<file path="src/rtl/fetch_stage_pkg.sv">
// Shared CPU definitions for the fetch stage and the hazard detection unit:
// fetch FSM state encoding, the NOP instruction word and hazard control codes.
package fetch_stage_pkg;

  typedef enum logic [1:0] {
    FS_BOOT  = 2'd0,
    FS_RUN   = 2'd1,
    FS_STALL = 2'd2
  } fetch_state_t;

  // All-zero word decodes as opcode 5'b00000 (NOP).
  localparam logic [31:0] NOP_INSTR = 32'h0000_0000;

  // Hazard unit control encodings; any other code means "no request".
  localparam logic [1:0] HAZ_STALL = 2'b01;
  localparam logic [1:0] HAZ_FLUSH = 2'b01;

endpackage

</file>
<file path="src/rtl/fetch_hold_buffer.sv">
// One-entry capture/release register with valid flag.
// Ports:
//   clk, rst_n  - clock, async active-low reset
//   capture_i   - load data_i/valid_i
//   release_i   - drop the entry (data kept, valid cleared)
//   clear_i     - discard the entry; highest priority
//   data_i/valid_i - entry to capture
//   data_o/valid_o - stored entry
module fetch_hold_buffer #(
  parameter int W = 32
) (
  input  logic         clk,
  input  logic         rst_n,
  input  logic         capture_i,
  input  logic         release_i,
  input  logic         clear_i,
  input  logic [W-1:0] data_i,
  input  logic         valid_i,
  output logic [W-1:0] data_o,
  output logic         valid_o
);

  logic [W-1:0] data_q;
  logic         valid_q;

  // Entry register: clear beats capture beats release.
  always_ff @(posedge clk or negedge rst_n) begin
    if (!rst_n) begin
      data_q  <= '0;
      valid_q <= 1'b0;
    end else if (clear_i) begin
      valid_q <= 1'b0;
    end else if (capture_i) begin
      data_q  <= data_i;
      valid_q <= valid_i;
    end else if (release_i) begin
      valid_q <= 1'b0;
    end else begin
      valid_q <= valid_q;
    end
  end

  assign data_o  = data_q;
  assign valid_o = valid_q;

endmodule

</file>
<file path="src/rtl/fetch_stage.sv">
// Instruction fetch stage with the Fetch-Decode pipeline register.
// Owns the PC, drives a 1-cycle-latency synchronous instruction memory and
// keeps the in-flight instruction in a hold buffer while decode is stalled.
// Ports:
//   clk, rst_n        - clock, async active-low reset
//   nop_i, flush_i    - hazard unit stall / taken-branch requests (2'b01 active)
//   branch_target_i   - redirect PC on flush
//   imem_addr_o       - memory address (current PC)
//   imem_rdata_i      - memory data for the address issued last cycle
//   ifid_instr_o/pc_o/valid_o - Fetch-Decode register
module fetch_stage
  import fetch_stage_pkg::*;
#(
  parameter int                PC_WIDTH    = 10,
  parameter int                INSTR_WIDTH = 32,
  parameter logic [PC_WIDTH-1:0] RESET_PC  = '0
) (
  input  logic                   clk,
  input  logic                   rst_n,
  input  logic [1:0]             nop_i,
  input  logic [1:0]             flush_i,
  input  logic [PC_WIDTH-1:0]    branch_target_i,
  output logic [PC_WIDTH-1:0]    imem_addr_o,
  input  logic [INSTR_WIDTH-1:0] imem_rdata_i,
  output logic [INSTR_WIDTH-1:0] ifid_instr_o,
  output logic [PC_WIDTH-1:0]    ifid_pc_o,
  output logic                   ifid_valid_o
);

  localparam logic [INSTR_WIDTH-1:0] NOP_W = INSTR_WIDTH'(NOP_INSTR);

  fetch_state_t          state_q, state_d;
  logic [PC_WIDTH-1:0]   pc_q, pc_d;
  logic [PC_WIDTH-1:0]   f1_pc_q, f1_pc_d;
  logic                  f1_valid_q, f1_valid_d;
  logic [INSTR_WIDTH-1:0] ifid_instr_q, ifid_instr_d;
  logic [PC_WIDTH-1:0]   ifid_pc_q, ifid_pc_d;
  logic                  ifid_valid_q, ifid_valid_d;

  logic                  stall_s, flush_s;
  logic                  hold_cap_s, hold_rel_s, hold_clr_s;
  logic [INSTR_WIDTH-1:0] hold_instr_s;
  logic                  hold_valid_s;

  assign stall_s = (nop_i == HAZ_STALL);
  assign flush_s = (flush_i == HAZ_FLUSH);

  fetch_hold_buffer #(.W(INSTR_WIDTH)) u_hold (
    .clk       (clk),
    .rst_n     (rst_n),
    .capture_i (hold_cap_s),
    .release_i (hold_rel_s),
    .clear_i   (hold_clr_s),
    .data_i    (imem_rdata_i),
    .valid_i   (f1_valid_q),
    .data_o    (hold_instr_s),
    .valid_o   (hold_valid_s)
  );

  // Next-state logic for the PC, the f1 tracking stage and IF/ID.
  always_comb begin
    state_d      = state_q;
    pc_d         = pc_q;
    f1_pc_d      = f1_pc_q;
    f1_valid_d   = f1_valid_q;
    ifid_instr_d = ifid_instr_q;
    ifid_pc_d    = ifid_pc_q;
    ifid_valid_d = ifid_valid_q;
    hold_cap_s   = 1'b0;
    hold_rel_s   = 1'b0;
    hold_clr_s   = 1'b0;

    if (flush_s) begin
      // Flush beats stall in every state, including boot.
      pc_d         = branch_target_i;
      f1_valid_d   = 1'b0;
      hold_clr_s   = 1'b1;
      ifid_instr_d = NOP_W;
      ifid_valid_d = 1'b0;
      state_d      = FS_RUN;
    end else begin
      case (state_q)
        FS_BOOT: begin
          ifid_instr_d = NOP_W;
          ifid_valid_d = 1'b0;
          if (stall_s) begin
            state_d = FS_BOOT;
          end else begin
            f1_pc_d    = pc_q;
            f1_valid_d = 1'b1;
            pc_d       = pc_q + PC_WIDTH'(1);
            state_d    = FS_RUN;
          end
        end
        FS_RUN: begin
          if (stall_s) begin
            // Memory data would be lost next cycle; park it.
            hold_cap_s = 1'b1;
            state_d    = FS_STALL;
          end else begin
            ifid_instr_d = f1_valid_q ? imem_rdata_i : NOP_W;
            ifid_pc_d    = f1_pc_q;
            ifid_valid_d = f1_valid_q;
            f1_pc_d      = pc_q;
            f1_valid_d   = 1'b1;
            pc_d         = pc_q + PC_WIDTH'(1);
          end
        end
        FS_STALL: begin
          if (stall_s) begin
            state_d = FS_STALL;
          end else begin
            // pc_q was held on the bus during the stall, so it is re-issued
            // now and its data arrives next cycle: no bubble.
            hold_rel_s   = 1'b1;
            ifid_instr_d = hold_valid_s ? hold_instr_s : NOP_W;
            ifid_pc_d    = f1_pc_q;
            ifid_valid_d = hold_valid_s;
            f1_pc_d      = pc_q;
            f1_valid_d   = 1'b1;
            pc_d         = pc_q + PC_WIDTH'(1);
            state_d      = FS_RUN;
          end
        end
        default: begin
          state_d = FS_BOOT;
        end
      endcase
    end
  end

  // State, PC, f1 and IF/ID registers.
  always_ff @(posedge clk or negedge rst_n) begin
    if (!rst_n) begin
      state_q      <= FS_BOOT;
      pc_q         <= RESET_PC;
      f1_pc_q      <= '0;
      f1_valid_q   <= 1'b0;
      ifid_instr_q <= NOP_W;
      ifid_pc_q    <= '0;
      ifid_valid_q <= 1'b0;
    end else begin
      state_q      <= state_d;
      pc_q         <= pc_d;
      f1_pc_q      <= f1_pc_d;
      f1_valid_q   <= f1_valid_d;
      ifid_instr_q <= ifid_instr_d;
      ifid_pc_q    <= ifid_pc_d;
      ifid_valid_q <= ifid_valid_d;
    end
  end

  assign imem_addr_o  = pc_q;
  assign ifid_instr_o = ifid_instr_q;
  assign ifid_pc_o    = ifid_pc_q;
  assign ifid_valid_o = ifid_valid_q;

endmodule

</file>
<file path="config.mk">
export PLATFORM = sky130hd
export DESIGN_NAME = fetch_stage
export DESIGN_NICKNAME = d
export VERILOG_FILES = /design/src/rtl/fetch_stage_pkg.sv /design/src/rtl/fetch_hold_buffer.sv /design/src/rtl/fetch_stage.sv
export SDC_FILE = /design/constraint.sdc
export NUM_CORES = 1
export LEC_CHECK = 0
export CORE_ASPECT_RATIO = 0.8
export CORE_MARGIN = 5
export CORE_UTILIZATION = 55
export DETAILED_ROUTE_END_ITERATION = 7
export DONT_BUFFER_PORTS = 1
export HOLD_SLACK_MARGIN = 0.03
export PLACE_DENSITY = 0.74
export SETUP_SLACK_MARGIN = 0.4
export SLEW_MARGIN = 0
export SYNTH_ARGS = -nofsm -noshare
export SYNTH_HDL_FRONTEND = slang
export SYNTH_HIERARCHICAL = 1
export SYNTH_SLANG_ARGS = --single-unit
</file>
<file path="constraint.sdc">
create_clock -name clk -period 1.8 [get_ports clk]
set_input_delay 0.36 -clock clk [delete_from_list [all_inputs] [get_ports clk]]
set_output_delay 0.36 -clock clk [all_outputs]
set_load 0.02 [all_outputs]
</file>
# Yosys cells after proc, flatten, opt, wreduce, memory -nomap -nowiden
# Index checks and enable logic that the tools add are counted.
# W data, S select, Z words.
op_classes:
  mux: 31
  n_eq_ne: 8
  bitwise: 3
  addsub: 1
  reduce_logical: 11
ops:
  columns: ["operator", "count"]
  rows:
  - ["$mux W32", 5]
  - ["$pmux W32 S3", 1]
  - ["$mux W10", 3]
  - ["$mux W1", 17]
  - ["$add A10 B1 Y10 const B", 1]
  - ["$ne A3 B3 Y1 const B", 3]
  - ["$reduce_and A3 Y1", 3]
  - ["$eq A2 B1 Y1 const B", 3]
  - ["$mux W2", 3]
  - ["$pmux W2 S3", 1]
  - ["$reduce_and A2 Y1", 2]
  - ["$reduce_bool A4 Y1", 1]
  - ["$not A1 Y1", 3]
  - ["$pmux W1 S3", 1]
  - ["$reduce_bool A3 Y1", 1]
  - ["$reduce_or A3 Y1", 1]
  - ["$eq A2 B2 Y1 const B", 1]
  - ["$logic_not A2 Y1", 1]
  - ["$ne A2 B1 Y1 const B", 1]
  - ["$reduce_bool A2 Y1", 1]
  - ["$reduce_or A2 Y1", 1]
totals:
  out_inout_bits: 53
  elab_cells: 63
  input_bits: 48
  register_bits: 99

# Longest topological paths before layout
depth:
  depth_word: 7
  depth_mapped: 7
  depth_no_buf: 6

# Cells and area by module
# The synthesis kept the hierarchy.
modules_own_cells:
  columns: ["mod", "n_inst", "seq_area_each_um2", "cells_each", "area_each_um2"]
  rows:
  - ["fetch_stage", 1, 1651.6, 288, 3075.4]
  - ["fetch_hold_buffer", 1, 825.8, 72, 1396.3]

# Least setup slack after synthesis
# Ideal clock, no wire load.
synth_timing:
  path_kind: "reg2reg"
  from: "reg state_q[0]"
  to: "reg pc_q[9], in the netlist imem_addr_o[9]"
  period_less_slack_ps: 1864
  setup_slack_ps: -64
  path_buffers: 1
  required_time_ps: 1718
  setup_ps: 82
  path_stages_with_launch: 6
  arrival_time_ps: 1782
  cell_sequence: "dfrtp_1 -> ha_1 -> buf_6 -> or4b_4 -> or3_1 -> a31oi_1"
synth_via:
  elab_chain_cells: 4
  elab_cells_between_ends: 6
  cone_classes: "eq/ne (2); reduce/logical (4)"
synth_lines:
  columns: ["item", "line", "text"]
  rows:
  - ["start, declared", "fetch_stage.sv:32", "fetch_state_t state_q, state_d;"]
  - ["start signal, assigned", "fetch_stage.sv:143", "state_q <= state_d;"]
  - ["$eq A2 B2 Y1, or another cell as far along", "fetch_stage.sv:82", "case (state_q)"]
  - ["$reduce_or A3 Y1 (no source line) (*)", null, null]
  - ["$reduce_bool A2 Y1 (no source line) (*)", null, null]
  - ["$reduce_and A2 Y1 (no source line) (*)", null, null]
  - ["end signal, assigned", "fetch_stage.sv:144", "pc_q <= pc_d;"]
  - ["end, declared", "fetch_stage.sv:33", "logic [PC_WIDTH-1:0] pc_q, pc_d;"]
# Every way passes the cells marked *; elsewhere a longest branch is shown, timed or not.
# A chain may end at the register's enable or synchronous reset.

# Final worst setup path
layout_timing:
  from: "reg state_q[0]"
  to: "reg ifid_instr_q[11], in the netlist ifid_instr_o[11]"
layout_via:
  elab_chain_cells: 3
  elab_cells_between_ends: 9
  cone_classes: "eq/ne (4); mux (2); reduce/logical (3)"
layout_lines:
  columns: ["item", "line", "text"]
  rows:
  - ["$eq A2 B1 Y1, or another cell as far along", "fetch_stage.sv:82", null]
  - ["$ne A3 B3 Y1 (no source line), or another cell as far along", null, null]
  - ["$reduce_and A3 Y1 (no source line) / $mux W32 (equally long branches)", null, null]
  - ["end signal, assigned", "fetch_stage.sv:147", "ifid_instr_q <= ifid_instr_d;"]
  - ["end, declared", "fetch_stage.sv:36", "logic [INSTR_WIDTH-1:0] ifid_instr_q, ifid_instr_d;"]
# Several ways; a longest one is shown, not always the timed one.

==> results.md <==
- Result of the run: complete, but fails checks
- Violations in the final reports: negative hold slack, negative setup slack
- Warnings from Yosys: 6
- Inserted Clock Buffers: 9
- Post-synth top area share: 0.5540
- Number of search-and-repair iterations in the first detailed-routing pass: 4
- Arr. time, crit path: ~2.1 ns
- Hold Vio Cnt, Final: approximately 100
- Simple-gate area share of the yosys netlist: 0.08842
- Antenna diode count: 0
- Cell taking the most area after synthesis: dfrtp_1
- Detailed-route vias per instance: 6.234
- Wire length after detailed routing: 12800 microns
- Pwr Density: 1917 nW/um^2
- Number of distinct standard cells referenced by the synthesized netlist: 35
- Overflow left after global routing: 0
- Sequential fraction of the synthesis area: 0.5540
- Row count: 29
- Crit share post-route: 1.034
- Overall via count from detail_route: 3217
- Maximum Capacitance Violations: 0
- Element type at the critical path end: flop
- Commonest non-fill, non-tap cell in the layout: dfrtp_1
- Area of all placed cells without fillers: 5938 sq um
- Iter 0 DRT Violations: 317
- Synth async-reset ratio: 1.000
- Gpl congestion: 0.8263
- Core Box Area: 7946 sq um
- Top cells by area, synth: dfrtp_1 (55%), mux2_4 (9.7%), a221oi_1 (6.3%)
- Ys flop type: dfrtp_1
- Clock slew at the register clock pins of the worst setup and hold paths: about 0.10 ns
- Fraction of synthesized cell area in xor and xnor cells: 0.01567
- Final max-slew violation count: 0
- Dpl hpwl: between 6000 and 7000 microns
- Final nets: approximately 460
- Worst path setup slack after routing: -0.06129 ns
- Multiplexer share of the synthesized area: 0.1623
- Adder and majority cell fraction of the synthesized area: 0.01959
- Layout overhead on the synthesized area: 32.79%
- Worst Path Class, Setup: flop to flop
- Number of synthesized flops with an enable pin: 0
- Final-layout fill cell count: 449
- Post-route minimum period: 1.861 ns
- Type of origin of the critical path: flop
- Via count of the first global-routing pass: 3261
- Max Freq: about 0.54 GHz
- IO Port Bufs: 0
- Clock H-tree levels: 3
- Area fraction in compound gates after synthesis: 0.1195
- Clk root buf: clkbuf_8
- Global-route wire length before repair: 18300 microns
- Number of endpoints failing setup at the final stage: 15
- Peak supply drop: 1.099 mV
- Static leakage power: ~2.6 nW
- Die area: about 10000 sq um
- GRT Util Overall: 0.2281
- Data required time of the critical path: 2.05 ns
- Remaining antenna violation count after routing: 0
- Dominant combinational cell family by area after synthesis: multiplexers
- Clock tree from TritonCTS: yes
- Initial antenna violation count: 0
- Drt drc: 0
- Width of the chip: between 100 and 150 microns
- Total of flip-flops plus latches after synthesis: 99
- Worst-Margin Slew: 0.4616 ns
- Maximum net fanout on the critical path: 16
- Post-synth design cell area: 4472 sq um
- Final core occ: 0.7473
- Number of top-level pins: 101
- Average cell area after synthesis: 12.42 sq um
- Net count after synthesis: 415
- Worst min-delay path class: input pin to asynchronous set/reset pin
- Final-layout worst hold slack: -0.3270 ns
- Largest net degree at the start of global routing: 100
- Relative slew slack: 0.6923
- Effective utilization at floorplan: 0.5627
- Setup Skew: 0.008617 ns
- Number of buffers on the longest clock path: 2
- Die Y: 90.65 microns
- Power Total: 0.01139 W
- Setup repair after global routing missed its margin: true
- WL/cell: approximately 25 microns
- Share of cells above drive strength 1: 0.4755
- Clock insertion delay at the later pin of the skew report: 0.37 ns
- Total cell area at the placement stage: 4743 sq um
- Synthesized netlist cell count: between 300 and 400
- Highest-count cells in the layout ignoring fill and taps: dfrtp_1 (94), mux2_4 (54), nor2_1 (36)
- Clock sink total: 99
[cells in the mapped netlist, drive strengths merged, types with 2 or more instances]
cell and instances:
xnor2 7, o21ai 43, nor4 3, a221oi 32
dfrtp 99, a21oi 2, nor2 38, mux2i 2
nand2b 2, and3 4, nand3 6, a31oi 2
ha 7, inv 3, buf 9, mux2 53
clkbuf 17, nor2b 2, nor3 4, nand2 15
[report_power, final]
part	internal (W)	total (W)	switching [W]
sequential	0.00321	0.00450	0.00130
combinational	0.00304	0.00553	0.00250
clock	0.000554	0.00135	0.000796
total	0.00680	0.0114	0.00459
[cell families (layout without fill, tap and decap cells)]
group                    Yosys count  count (layout)
flip-flops                        99              99
AO/OA/AOI/OAI                     81              81
AND/OR/NAND/NOR                   81              81
multiplexers                      55              56
buffers and inverters             29              76
XOR/XNOR                           8               8
adder cells (fa/ha/maj)            7               7
[critical path, cell delays in order (launching register included)]
cell	delay (ns)
dfrtp_2	0.48
inv_4	0.07
ha_4	0.17
nor2_4	0.15
buf_4	0.14
mux2_4	0.40
o21ai_0	0.24
nor2_1	0.09
[worst paths after layout]
path / slack (ns) / cells after the start / endpoint / start
setup / recovery: -0.06 / 7 / ifid_instr_o[11]$_DFFE_PN0P_ / state_q[0]$_DFFE_PN0P_
hold / removal: -0.33 / 0 / ifid_pc_o[8]$_DFFE_PN0P_ / rst_n
setup reg to reg: -0.06 / 7 / ifid_instr_o[11]$_DFFE_PN0P_ / state_q[0]$_DFFE_PN0P_
hold reg to reg: 0.52 / 1 / ifid_pc_o[4]$_DFFE_PN0P_ / f1_pc_q[4]$_DFFE_PN0P_
max in group asynchronous: 1.96 / 0 / imem_addr_o[2]$_DFFE_PN0P_ / rst_n
min in group clk: 0.10 / 2 / imem_addr_o[8]$_DFFE_PN0P_ / branch_target_i[8]
[timing repair]
action | 4_1_cts | 5_1_grt
endpoints found under the hold margin | 99 | 99
cloned | 4 | 6
buffers inserted | 14 | 6
gates resized for setup | 55 | 92
pin swaps | 16 | 45
setup endpoints to repair | 98 | 99
[through the flow]
stage                     worst slack [ns]  instances  hold WS [ns]  setup TNS [ns]
final                             -0.06129        516       -0.3270         -0.2191
after detailed placement           -0.2047        470       0.06932          -4.655
after CTS                          0.02563        504       -0.3408               0
after floorplan                    0.06109        360       0.06441               0
after global placement            -0.03957        470       0.06769         -0.5269
after global routing               -0.1544        516       -0.3580          -2.192
[state kept, by name, indices dropped and copies added (netlist names)]
signal	count
ifid_instr_o	32
u_hold/data_o	32
f1_pc_q	10
ifid_pc_o	10
imem_addr_o	10
state_q	2
f1_valid_q	1
ifid_valid_o	1
u_hold/valid_o	1
[routing by layer]
metal  routed length, microns  track usage
met5                        0            0
met1                     4816       0.2989
met4                      178      0.06051
met2                     6430       0.3616
met3                     1373      0.08171
[final cells by class]
type                    instances  area, sq um  area share
clock buffers                  10        137.6     0.02318
well taps                     108        135.1     0.02276
clock inverters                 6        48.80    0.008217
multi-input cells             233         2401      0.4043
repair buffers                 57        718.2      0.1209
inverters                       3        13.76    0.002318
flip-flops and latches         99         2484      0.4182
Note: power is estimated with default switching activity, not from simulation.
